**config.mk**
```make
export PLATFORM = sky130hd
export DESIGN_NAME = bloon_bg_scroller
export DESIGN_NICKNAME = d
export VERILOG_FILES = /design/src/rtl/bloon_bg_pkg.sv /design/src/rtl/bloon_bg_palette_reg.sv /design/src/rtl/bloon_bg_scroller.sv
export SDC_FILE = /design/constraint.sdc
export NUM_CORES = 1
export LEC_CHECK = 0
export CORE_ASPECT_RATIO = 1.4
export CORE_MARGIN = 10
export CORE_UTILIZATION = 31
export DETAILED_ROUTE_END_ITERATION = 12
export DONT_BUFFER_PORTS = 1
export GPL_TIMING_DRIVEN = 0
export REMOVE_ABC_BUFFERS = 1
export SLEW_MARGIN = 25
export SYNTH_ARGS = -nofsm -noshare
export SYNTH_HDL_FRONTEND = slang
export SYNTH_SLANG_ARGS = --single-unit
```
**constraint.sdc**
```tcl
create_clock -name vga_clk -period 12.4 [get_ports vga_clk]
set_input_delay 1.24 -clock vga_clk [delete_from_list [all_inputs] [get_ports vga_clk]]
set_output_delay 1.24 -clock vga_clk [all_outputs]
set_load 0.005 [all_outputs]
```
**src/rtl/bloon_bg_pkg.sv**
```systemverilog
// Shared constants, colour types and colour helpers for the Bloon background scroller.
package bloon_bg_pkg;

  localparam int BG_PIPE_LAT = 3;
  localparam int BG_CH_W     = 4;

  typedef struct packed {
    logic [BG_CH_W-1:0] r;
    logic [BG_CH_W-1:0] g;
    logic [BG_CH_W-1:0] b;
  } rgb4_t;

  // Fixed 16-colour background palette, packed as 12'hRGB.
  function automatic rgb4_t bg_palette(input logic [3:0] idx);
    rgb4_t c;
    case (idx)
      4'h0:    c = rgb4_t'(12'h000);
      4'h1:    c = rgb4_t'(12'hFFF);
      4'h2:    c = rgb4_t'(12'h931);
      4'h3:    c = rgb4_t'(12'h28F);
      4'h4:    c = rgb4_t'(12'h5A2);
      4'h5:    c = rgb4_t'(12'hC47);
      4'h6:    c = rgb4_t'(12'h777);
      4'h7:    c = rgb4_t'(12'hF80);
      4'h8:    c = rgb4_t'(12'h0C5);
      4'h9:    c = rgb4_t'(12'h39E);
      4'hA:    c = rgb4_t'(12'hE2B);
      4'hB:    c = rgb4_t'(12'h6D1);
      4'hC:    c = rgb4_t'(12'hB5C);
      4'hD:    c = rgb4_t'(12'h4F9);
      4'hE:    c = rgb4_t'(12'h8E3);
      default: c = rgb4_t'(12'hD06);
    endcase
    return c;
  endfunction

  // Darken one channel by 4*fade, clamping at black.
  function automatic logic [BG_CH_W-1:0] bg_fade_ch(input logic [BG_CH_W-1:0] c,
                                                     input logic [1:0] fade);
    logic [BG_CH_W-1:0] dim;
    dim = {fade, 2'b00};
    return (c > dim) ? (c - dim) : '0;
  endfunction

endpackage

```
**src/rtl/bloon_bg_palette_reg.sv**
```systemverilog
// Registered index-to-RGB lookup (pipeline stage 3); BLOON_BG_FADE_EN adds saturating fade.
module bloon_bg_palette_reg
  import bloon_bg_pkg::*;
#(
  parameter int IDX_W = 4
) (
  input  logic             clk_i,
  input  logic             rst_i,
  input  logic [IDX_W-1:0] idx_i,
`ifdef BLOON_BG_FADE_EN
  input  logic [1:0]       fade_i,
`endif
  output rgb4_t            rgb_o
);

  rgb4_t rgb_d;
  rgb4_t rgb_q;

  always_comb begin
    rgb_d = bg_palette(4'(idx_i));
`ifdef BLOON_BG_FADE_EN
    rgb_d.r = bg_fade_ch(rgb_d.r, fade_i);
    rgb_d.g = bg_fade_ch(rgb_d.g, fade_i);
    rgb_d.b = bg_fade_ch(rgb_d.b, fade_i);
`else
    rgb_d = rgb_d;
`endif
  end

  // NOTE: the palette is a constant function, not a RAM, so only the output register needs reset.
  always_ff @(posedge clk_i) begin
    if (rst_i) rgb_q <= '0;
    else       rgb_q <= rgb_d;
  end

  assign rgb_o = rgb_q;

endmodule

```
**src/rtl/bloon_bg_scroller.sv**
```systemverilog
// Wrapping background scroller: screen pixel -> source ROM address -> palette RGB, 3-cycle pipe.
// Optional BLOON_BG_FADE_EN adds a per-frame 2-bit fade input.
module bloon_bg_scroller
  import bloon_bg_pkg::*;
#(
  parameter int SRC_W       = 320,
  parameter int SRC_H       = 240,
  parameter int SCALE_SHIFT = 1,
  parameter int IDX_W       = 4
) (
  input  logic                           vga_clk,
  input  logic                           Reset,
  input  logic [9:0]                     DrawX,
  input  logic [9:0]                     DrawY,
  input  logic                           blank,
  input  logic [8:0]                     scroll_x,
  input  logic [8:0]                     scroll_y,
  input  logic                           scroll_wr,
`ifdef BLOON_BG_FADE_EN
  input  logic [1:0]                     fade,
`endif
  output logic                           scroll_pending,
  output logic [$clog2(SRC_W*SRC_H)-1:0] rom_address,
  input  logic [IDX_W-1:0]               rom_q,
  output logic [BG_CH_W-1:0]             red,
  output logic [BG_CH_W-1:0]             green,
  output logic [BG_CH_W-1:0]             blue
);

  localparam int AW = $clog2(SRC_W*SRC_H);

  logic                   frame_start, wr_ok;
  logic [8:0]             act_x_q, act_x_d, act_y_q, act_y_d;
  logic [8:0]             pend_x_q, pend_x_d, pend_y_q, pend_y_d;
  logic                   pending_q, pending_d;
  logic [10:0]            x_sum, y_sum, sx, sy;
  logic [AW-1:0]          rom_address_q, rom_address_d;
  logic [BG_PIPE_LAT-1:0] blank_q;
  rgb4_t                  pal_rgb;
`ifdef BLOON_BG_FADE_EN
  logic [1:0]             fade_q, fade_d, fade_s1_q, fade_s2_q;
`endif

  always_comb begin
    // NOTE: every output of this block gets a default first, so no path can infer a latch.
    act_x_d   = act_x_q;
    act_y_d   = act_y_q;
    pend_x_d  = pend_x_q;
    pend_y_d  = pend_y_q;
    pending_d = pending_q;
    frame_start = (DrawX == 10'd0) && (DrawY == 10'd0);
    wr_ok = scroll_wr && (int'(scroll_x) < SRC_W) && (int'(scroll_y) < SRC_H);
    // The frame-start pixel already sees the new offset, so it holds for the whole frame.
    if (frame_start) begin
      if (wr_ok) begin
        act_x_d = scroll_x;
        act_y_d = scroll_y;
      end else if (pending_q) begin
        act_x_d = pend_x_q;
        act_y_d = pend_y_q;
      end
      pending_d = 1'b0;
    end else if (wr_ok) begin
      pend_x_d  = scroll_x;
      pend_y_d  = scroll_y;
      pending_d = 1'b1;
    end
`ifdef BLOON_BG_FADE_EN
    fade_d = frame_start ? fade : fade_q;
`endif
    // Both addends are below the modulus, so one conditional subtract wraps.
    x_sum = 11'(DrawX >> SCALE_SHIFT) + 11'(act_x_d);
    y_sum = 11'(DrawY >> SCALE_SHIFT) + 11'(act_y_d);
    sx = (int'(x_sum) >= SRC_W) ? (x_sum - 11'(SRC_W)) : x_sum;
    sy = (int'(y_sum) >= SRC_H) ? (y_sum - 11'(SRC_H)) : y_sum;
    rom_address_d = AW'(sy) * AW'(SRC_W) + AW'(sx);
  end

  // NOTE: sequential state uses non-blocking assignments so every register samples pre-edge values.
  always_ff @(posedge vga_clk) begin
    if (Reset) begin
      act_x_q       <= '0;
      act_y_q       <= '0;
      pend_x_q      <= '0;
      pend_y_q      <= '0;
      pending_q     <= 1'b0;
      rom_address_q <= '0;
      blank_q       <= '0;
`ifdef BLOON_BG_FADE_EN
      fade_q        <= '0;
      fade_s1_q     <= '0;
      fade_s2_q     <= '0;
`endif
    end else begin
      act_x_q       <= act_x_d;
      act_y_q       <= act_y_d;
      pend_x_q      <= pend_x_d;
      pend_y_q      <= pend_y_d;
      pending_q     <= pending_d;
      rom_address_q <= rom_address_d;
      blank_q       <= {blank_q[BG_PIPE_LAT-2:0], blank};
`ifdef BLOON_BG_FADE_EN
      fade_q        <= fade_d;
      fade_s1_q     <= fade_d;
      fade_s2_q     <= fade_s1_q;
`endif
    end
  end

  bloon_bg_palette_reg #(
    .IDX_W (IDX_W)
  ) u_palette (
    .clk_i  (vga_clk),
    .rst_i  (Reset),
    .idx_i  (rom_q),
`ifdef BLOON_BG_FADE_EN
    .fade_i (fade_s2_q),
`endif
    .rgb_o  (pal_rgb)
  );

  assign rom_address    = rom_address_q;
  assign scroll_pending = pending_q;
  assign red   = blank_q[BG_PIPE_LAT-1] ? pal_rgb.r : '0;
  assign green = blank_q[BG_PIPE_LAT-1] ? pal_rgb.g : '0;
  assign blue  = blank_q[BG_PIPE_LAT-1] ? pal_rgb.b : '0;

endmodule
```
# After elaboration in Yosys (flattened, before gate mapping)
# Memory sizes are Yosys's and may differ from the RTL's. A register that Yosys moved wholly into a read port is not among the register bits.
# Cells that the tools add are included.
totals:
  regBits: 57
  romBits: 192
  in_bits: 46
  memories: 1
mem_list:
  columns: ["name", "words", "word_bits", "read_ports", "rd_ports_with_merged_regs", "wr", "line_no", "rtl"]
  rows:
  - ["(name not given)", 16, 12, 1, 1, 0, "bloon_bg_pkg.sv:16", "case (idx)"]
op_classes:
  add_sub_neg: 5
  mul: 1
  magnitude_cmp: 4
  n_mux: 11
  bitwise: 1
  n_reduce_logical: 7
op_table:
  columns: ["op", "n"]
  rows:
  - ["$mux 9", 6]
  - ["$mux 11", 2]
  - ["$add 9x9->10", 2]
  - ["$logic_not 10->1", 2]
  - ["$add 17x11->17", 1]
  - ["$mux 4", 3]
  - ["$mul 11x3->11 const B", 1]
  - ["$sub 10x8->11 const B", 1]
  - ["$sub 10x9->11 const B", 1]
  - ["$ge 10x8->1 const B", 1]
  - ["$ge 10x9->1 const B", 1]
  - ["$lt 9x8->1 const B", 1]
  - ["$lt 9x9->1 const B", 1]
  - ["$logic_and 1x1->1", 3]
  - ["$reduce_and 2->1", 1]
  - ["$reduce_or 2->1", 1]
  - ["$not 1->1", 1]

# Longest topological paths before layout
logic_depth:
  word_depth: 10
  ltp_mapped: 33

# Modules after synthesis
# A second synthesis with hierarchy kept.
unflattened:
  hier_cells: 602
  hier_area_um2: 4823.4
by_module_without_submodules:
  columns: ["mod", "instances", "cells_each", "area_each_um2", "seq_area_each_um2"]
  rows:
  - ["bloon_bg_scroller", 1, 519, 4086.4, 1141.1]
  - ["bloon_bg_palette_reg", 1, 83, 737.0, 240.2]

# Least setup slack after synthesis
# OpenSTA, ideal clock, no wires.
synth_timing:
  kind: "input port to flip-flop"
  startpoint: "input port DrawY[8]"
  endpoint: "register rom_address_q[16] (netlist: rom_address[16])"
  setup_time_ns: 0.072
  t_arrival_ns: 6.903
  t_required_ns: 12.328
  slack_ns: 5.426
  path_stages: 30
  n_path_buf: 2
  cell_sequence: "nor4_1 nand3_1 nor2_2 o21a_1 buf_2 buf_2 a31oi_1 ha_1 fa_1 a211oi_1 nor2_1 nor2_1 ha_1 nand2_1 nor4_1 a21oi_1 o211ai_1 o21ai_0 ha_1 inv_1 fa_1 inv_1 ha_1 o21ai_0 a21oi_1 nor2_1 nor4b_2 nand3b_1 xnor3_1 mux2i_1"
synth_via:
  elab_chain_len: 8
synth_rtl:
  columns: ["item", "line_no", "rtl"]
  rows:
  - ["from (decl)", "bloon_bg_scroller.sv:14", "input logic [9:0] DrawY,"]
  - ["$logic_not 10->1 *", "bloon_bg_scroller.sv:51", "frame_start = (DrawX == 10'd0) && (DrawY == 10'd0);"]
  - ["$logic_and 1x1->1 *", "bloon_bg_scroller.sv:51", null]
  - ["$mux 9 *", "bloon_bg_scroller.sv:54", "if (frame_start) begin"]
  - ["net act_y_d[0]", "bloon_bg_scroller.sv:33", "logic [8:0] act_x_q, act_x_d, act_y_q, act_y_d;"]
  - ["$add 9x9->10 *", "bloon_bg_scroller.sv:73", "y_sum = 11'(DrawY >> SCALE_SHIFT) + 11'(act_y_d);"]
  - ["$sub 10x8->11 or $ge 10x8->1 (tied branches)", "bloon_bg_scroller.sv:75", "sy = (int'(y_sum) >= SRC_H) ? (y_sum - 11'(SRC_H)) : y_sum;"]
  - ["$mux 11 *", "bloon_bg_scroller.sv:75", null]
  - ["$mul 11x3->11 *", "bloon_bg_scroller.sv:76", "rom_address_d = AW'(sy) * AW'(SRC_W) + AW'(sx);"]
  - ["$add 17x11->17 *", "bloon_bg_scroller.sv:76", null]
  - ["to (signal assigned)", "bloon_bg_scroller.sv:100", "rom_address_q <= rom_address_d;"]
  - ["to (decl)", "bloon_bg_scroller.sv:37", "logic [AW-1:0] rom_address_q, rom_address_d;"]
# Mark *: on every way through the listed nets, which the timed path passes. The rest lies on a longest branch.
# A chain may end at the register's enable or synchronous reset.

# Final worst setup path
layout_timing:
  startpoint: "input port DrawX[3]"
  endpoint: "register rom_address_q[16] (netlist: rom_address[16])"
layout_via:
  elab_chain_len: 8
layout_rtl:
  columns: ["item", "line_no", "rtl"]
  rows:
  - ["from (decl)", "bloon_bg_scroller.sv:13", "input logic [9:0] DrawX,"]
  - ["$logic_not 10->1 *", "bloon_bg_scroller.sv:51", null]
  - ["$logic_and 1x1->1 *", "bloon_bg_scroller.sv:51", null]
  - ["$mux 9 *", "bloon_bg_scroller.sv:54", null]
  - ["net act_y_d[1]", "bloon_bg_scroller.sv:33", null]
  - ["$add 9x9->10 *", "bloon_bg_scroller.sv:73", null]
  - ["$sub 10x8->11 or $ge 10x8->1 (tied branches)", "bloon_bg_scroller.sv:75", null]
  - ["$mux 11 *", "bloon_bg_scroller.sv:75", null]
  - ["$mul 11x3->11 *", "bloon_bg_scroller.sv:76", null]
  - ["$add 17x11->17 *", "bloon_bg_scroller.sv:76", null]
# Marked as above.

==> results.txt <==
- Placement Rows: 54
- Synthesis produced 613 cells.
* Clk root buf: clkbuf_16
* Die span in x: 126.2 um
- Worst Clk Skew: 0.007401 ns
- Number of antenna cells inserted: 0
- Total setup violations reported at the end of the flow: 0
* Share of post-route cells with drive strength above 1: 7.463%
* Setup repair after global routing missed its margin: false
- The die is 168.6 um tall.
- Number of buffer cells added on primary ports: 0
* Global-route wire length before repair: 21.08 mm
- At the end of the flow, the number of nets in the layout was 696.
* Power density cells: 114.6 mW/mm^2
* Arrival @ worst endpoint: 8.69 ns
- The number of placed instances, taps included, is 783.
* TNS Setup: 0 ns
- The via count of the first global-routing pass was 4229.
- Area Overhead vs Synth: 8.696%
- The number of max-slew violations in the final report was 0.
- 76 I/O pins were placed.
- Final Hold Violating Endpoints: 0
* Number of warnings printed during yosys synthesis: 0
- Count of flip-flops with a built-in enable after synthesis: 0
- The setup check on the worst reg-to-reg path leaves a slack of 5.58 ns.
- Core region area: 0.01554 sq mm
- After synthesis the netlist holds a flip-flop and latch count of 69.
* Final period demand of the worst path: 8.414 ns
* Number of antenna violations at the first check in global routing: 0
* Initial Util: 31.48%
* Total number of H-tree levels: 3
* Post-detailed-routing wire length: 12.97 mm
- Net switching is 29.61% of the power.
* Critical path type: in2reg
- Routability-driven placement finished with a final weighted congestion of 0.8396.
* Overflow left after global routing: 0
* Hold/Removal Path Class: reg2reg
- Share of the yosys chip area belonging to registers: 28.24%
* Post-route insts no fill: 799
* Status: completed
* Netlist area before placement: 0.004892 sq mm
- For this run, the slowest stage of the critical path takes 0.59 ns.
* Insertion delay to the later sink of the worst-skew pair: 0.34 ns
* Combinational share of power: 19.0%
- Vias per cell: 5.215
- Entering global routing, the biggest net connects 48 pins.
- Residual antenna-violating net count after detailed routing: 0
* Remaining DRCs: 0
- Count of vias placed by the detailed router: 4167
* Sink Count: 69
- Cell with the most instances on the worst path: ha_1
- Dividing the detail-routed wire length by the instance count gives 16.23 um.
- Fmax: 0.1188 GHz
- In this run the worst path has a maximum fanout of 34.
- Total clock buffers created by CTS: 9
* Reg power frac: 40.0%
* Most common library cell in the layout ignoring fill and taps: nand2_1
- In this run the tightest slew margin relative to its limit is 43.35%.
- The slowest stage of the critical path belongs to the cell o21a_2.
- Proportion of power drawn by the clock network: 41.0%
- Static Leak: 2.136 nW
- Synth async-reset ratio: 0%
- For this run, the leading register cell type out of synthesis is dfxtp_1.
- Count of distinct cell types in the synthesized netlist: 73
- Averaged over all synthesized cells, the footprint is 7.981 sq um.
* Worst-path clk slew: 0.06 ns
* Startpoint type of the worst setup path: primary input
- Slew at the pin with the worst max-slew slack: 0.8496 ns
* Die area: 0.02128 sq mm
- Fin crit share: 67.86%
- CTS tree: built
* Placed wire-length estimate after detailed placement: 9.889 mm
* Number of resized instances in the post-cts repair step: 0
- The tool flagged a number of max-cap violations equal to 0.
* Number of setup buffers added after CTS: 0
- Summed over all nets, the switching power comes to 0.0001805 W.
- Router iterations before antenna repair: 4
* Data required, critical path: 12.67 ns
- Number of buffers on the longest clock path: 2
- Number of DRC markers in iteration 0: 286
* Maximum VDD drop: 0.00005458 V
- The worst setup path is captured at a register.
* Global router's overall resource usage: 12.11%
- Total internal power: 0.0004291 W
- Top library cells by usage in the layout, fill and taps aside: 82 x nand2_1, 69 x dfxtp_1, 64 x nor2_1, 50 x a21oi_1, 48 x ha_1
- Hold bufs inserted after CTS: 0
-- Yosys cell counts (12+ instances only) --
library cell   n  area share (%)
ha_1          48              12
dfxtp_1       69              28
nor3_1        13             1.3
inv_1         24             1.8
nor2_1        65             5.0
xnor2_1       12             2.1
nand2_1       82             6.3
and2_1        33             4.2
clkbuf_1      15             1.2
a31oi_1       16             2.0
o21ai_0       22             2.3
a21oi_1       50             5.1
-- through the flow --
| step | cell area, sq um | power [W] | hold slack (ns) | setup slack (ns) | utilization, % |
|---|---|---|---|---|---|
| global route | 5318 | 0.0006428 | 0.4571 | 3.259 | 34.22 |
| global placement | 5006 | 0.0003636 | 0.4190 | 2.535 | 32.21 |
| CTS | 5316 | 0.0006185 | 0.4445 | 3.575 | 34.21 |
| finish | 5318 | 0.0006096 | 0.4379 | 3.986 | 34.22 |
| detailed placement | 5031 | 0.0003641 | 0.4310 | 3.228 | 32.38 |
| floorplan | 4761 | 0.0003407 | 0.4138 | 4.501 | - |
-- power by group through the flow --
stage,clock network (W),registers (W),logic [W]
floorplan,0,0.000247,0.0000942
global placement,0,0.000249,0.000114
detailed placement,0,0.000249,0.000115
CTS,0.000257,0.000245,0.000117
global route,0.000264,0.000246,0.000133
finish,0.000250,0.000244,0.000116
-- worst paths after layout --
path	startpoint	to	cells after the start
setup / recovery	DrawX[3]	rom_address[16]	26
setup reg to reg	scroll_pending	rom_address[16]	23
hold / removal	blank_q[0]	blank_q[1]	1
hold reg to reg	blank_q[0]	blank_q[1]	1
-- worst max-delay path: cells and delay by family --
family | cells | cell delay, ns
AND/OR/NAND/NOR | 11 | 2.76
adder cells (fa/ha/maj) | 4 | 1.25
XOR/XNOR | 3 | 0.79
AO/OA/AOI/OAI | 7 | 2.45
multiplexers | 1 | 0.18
-- per-layer routing --
metal	global-route usage [%]	wire (um)	up-vias
met5	0	0	-
met4	5.806	455	0
met3	5.002	1176	29
met2	21.67	6392	101
met1	11.78	4940	1917
li1	-	-	2120
-- kinds of logic (layout without fill, tap and decap cells) --
logic type / after synthesis / after routing / synth area share, %
simple gates: 254 / 254 / 25.37
compound gates: 153 / 153 / 20.92
flops: 69 / 69 / 28.24
fa+ha+maj: 52 / 52 / 13.91
buf+inv: 51 / 41 / 4.527
xor+xnor: 23 / 23 / 4.553
mux: 11 / 11 / 2.481
-- flip-flops by register name, indices dropped and copies added (netlist names) --
signal           count
blank_q              3
u_palette.rgb_o     12
rom_address         17
pend_y_q             9
scroll_pending       1
act_x_q              9
act_y_q              9
pend_x_q             9
-- cell type report --
| class | instances | area, sq um |
|---|---|---|
| Fill cell | 1647 | 10220 |
| Multi-Input combinational cell | 493 | 3304 |
| Sequential cell | 69 | 1381 |
| Tap cell | 196 | 245.2 |
| Clock buffer | 10 | 239.0 |
| Inverter | 24 | 90.09 |
| Clock inverter | 6 | 46.29 |
| Timing Repair Buffer | 1 | 11.26 |
Power figures use the tool's default switching activity.
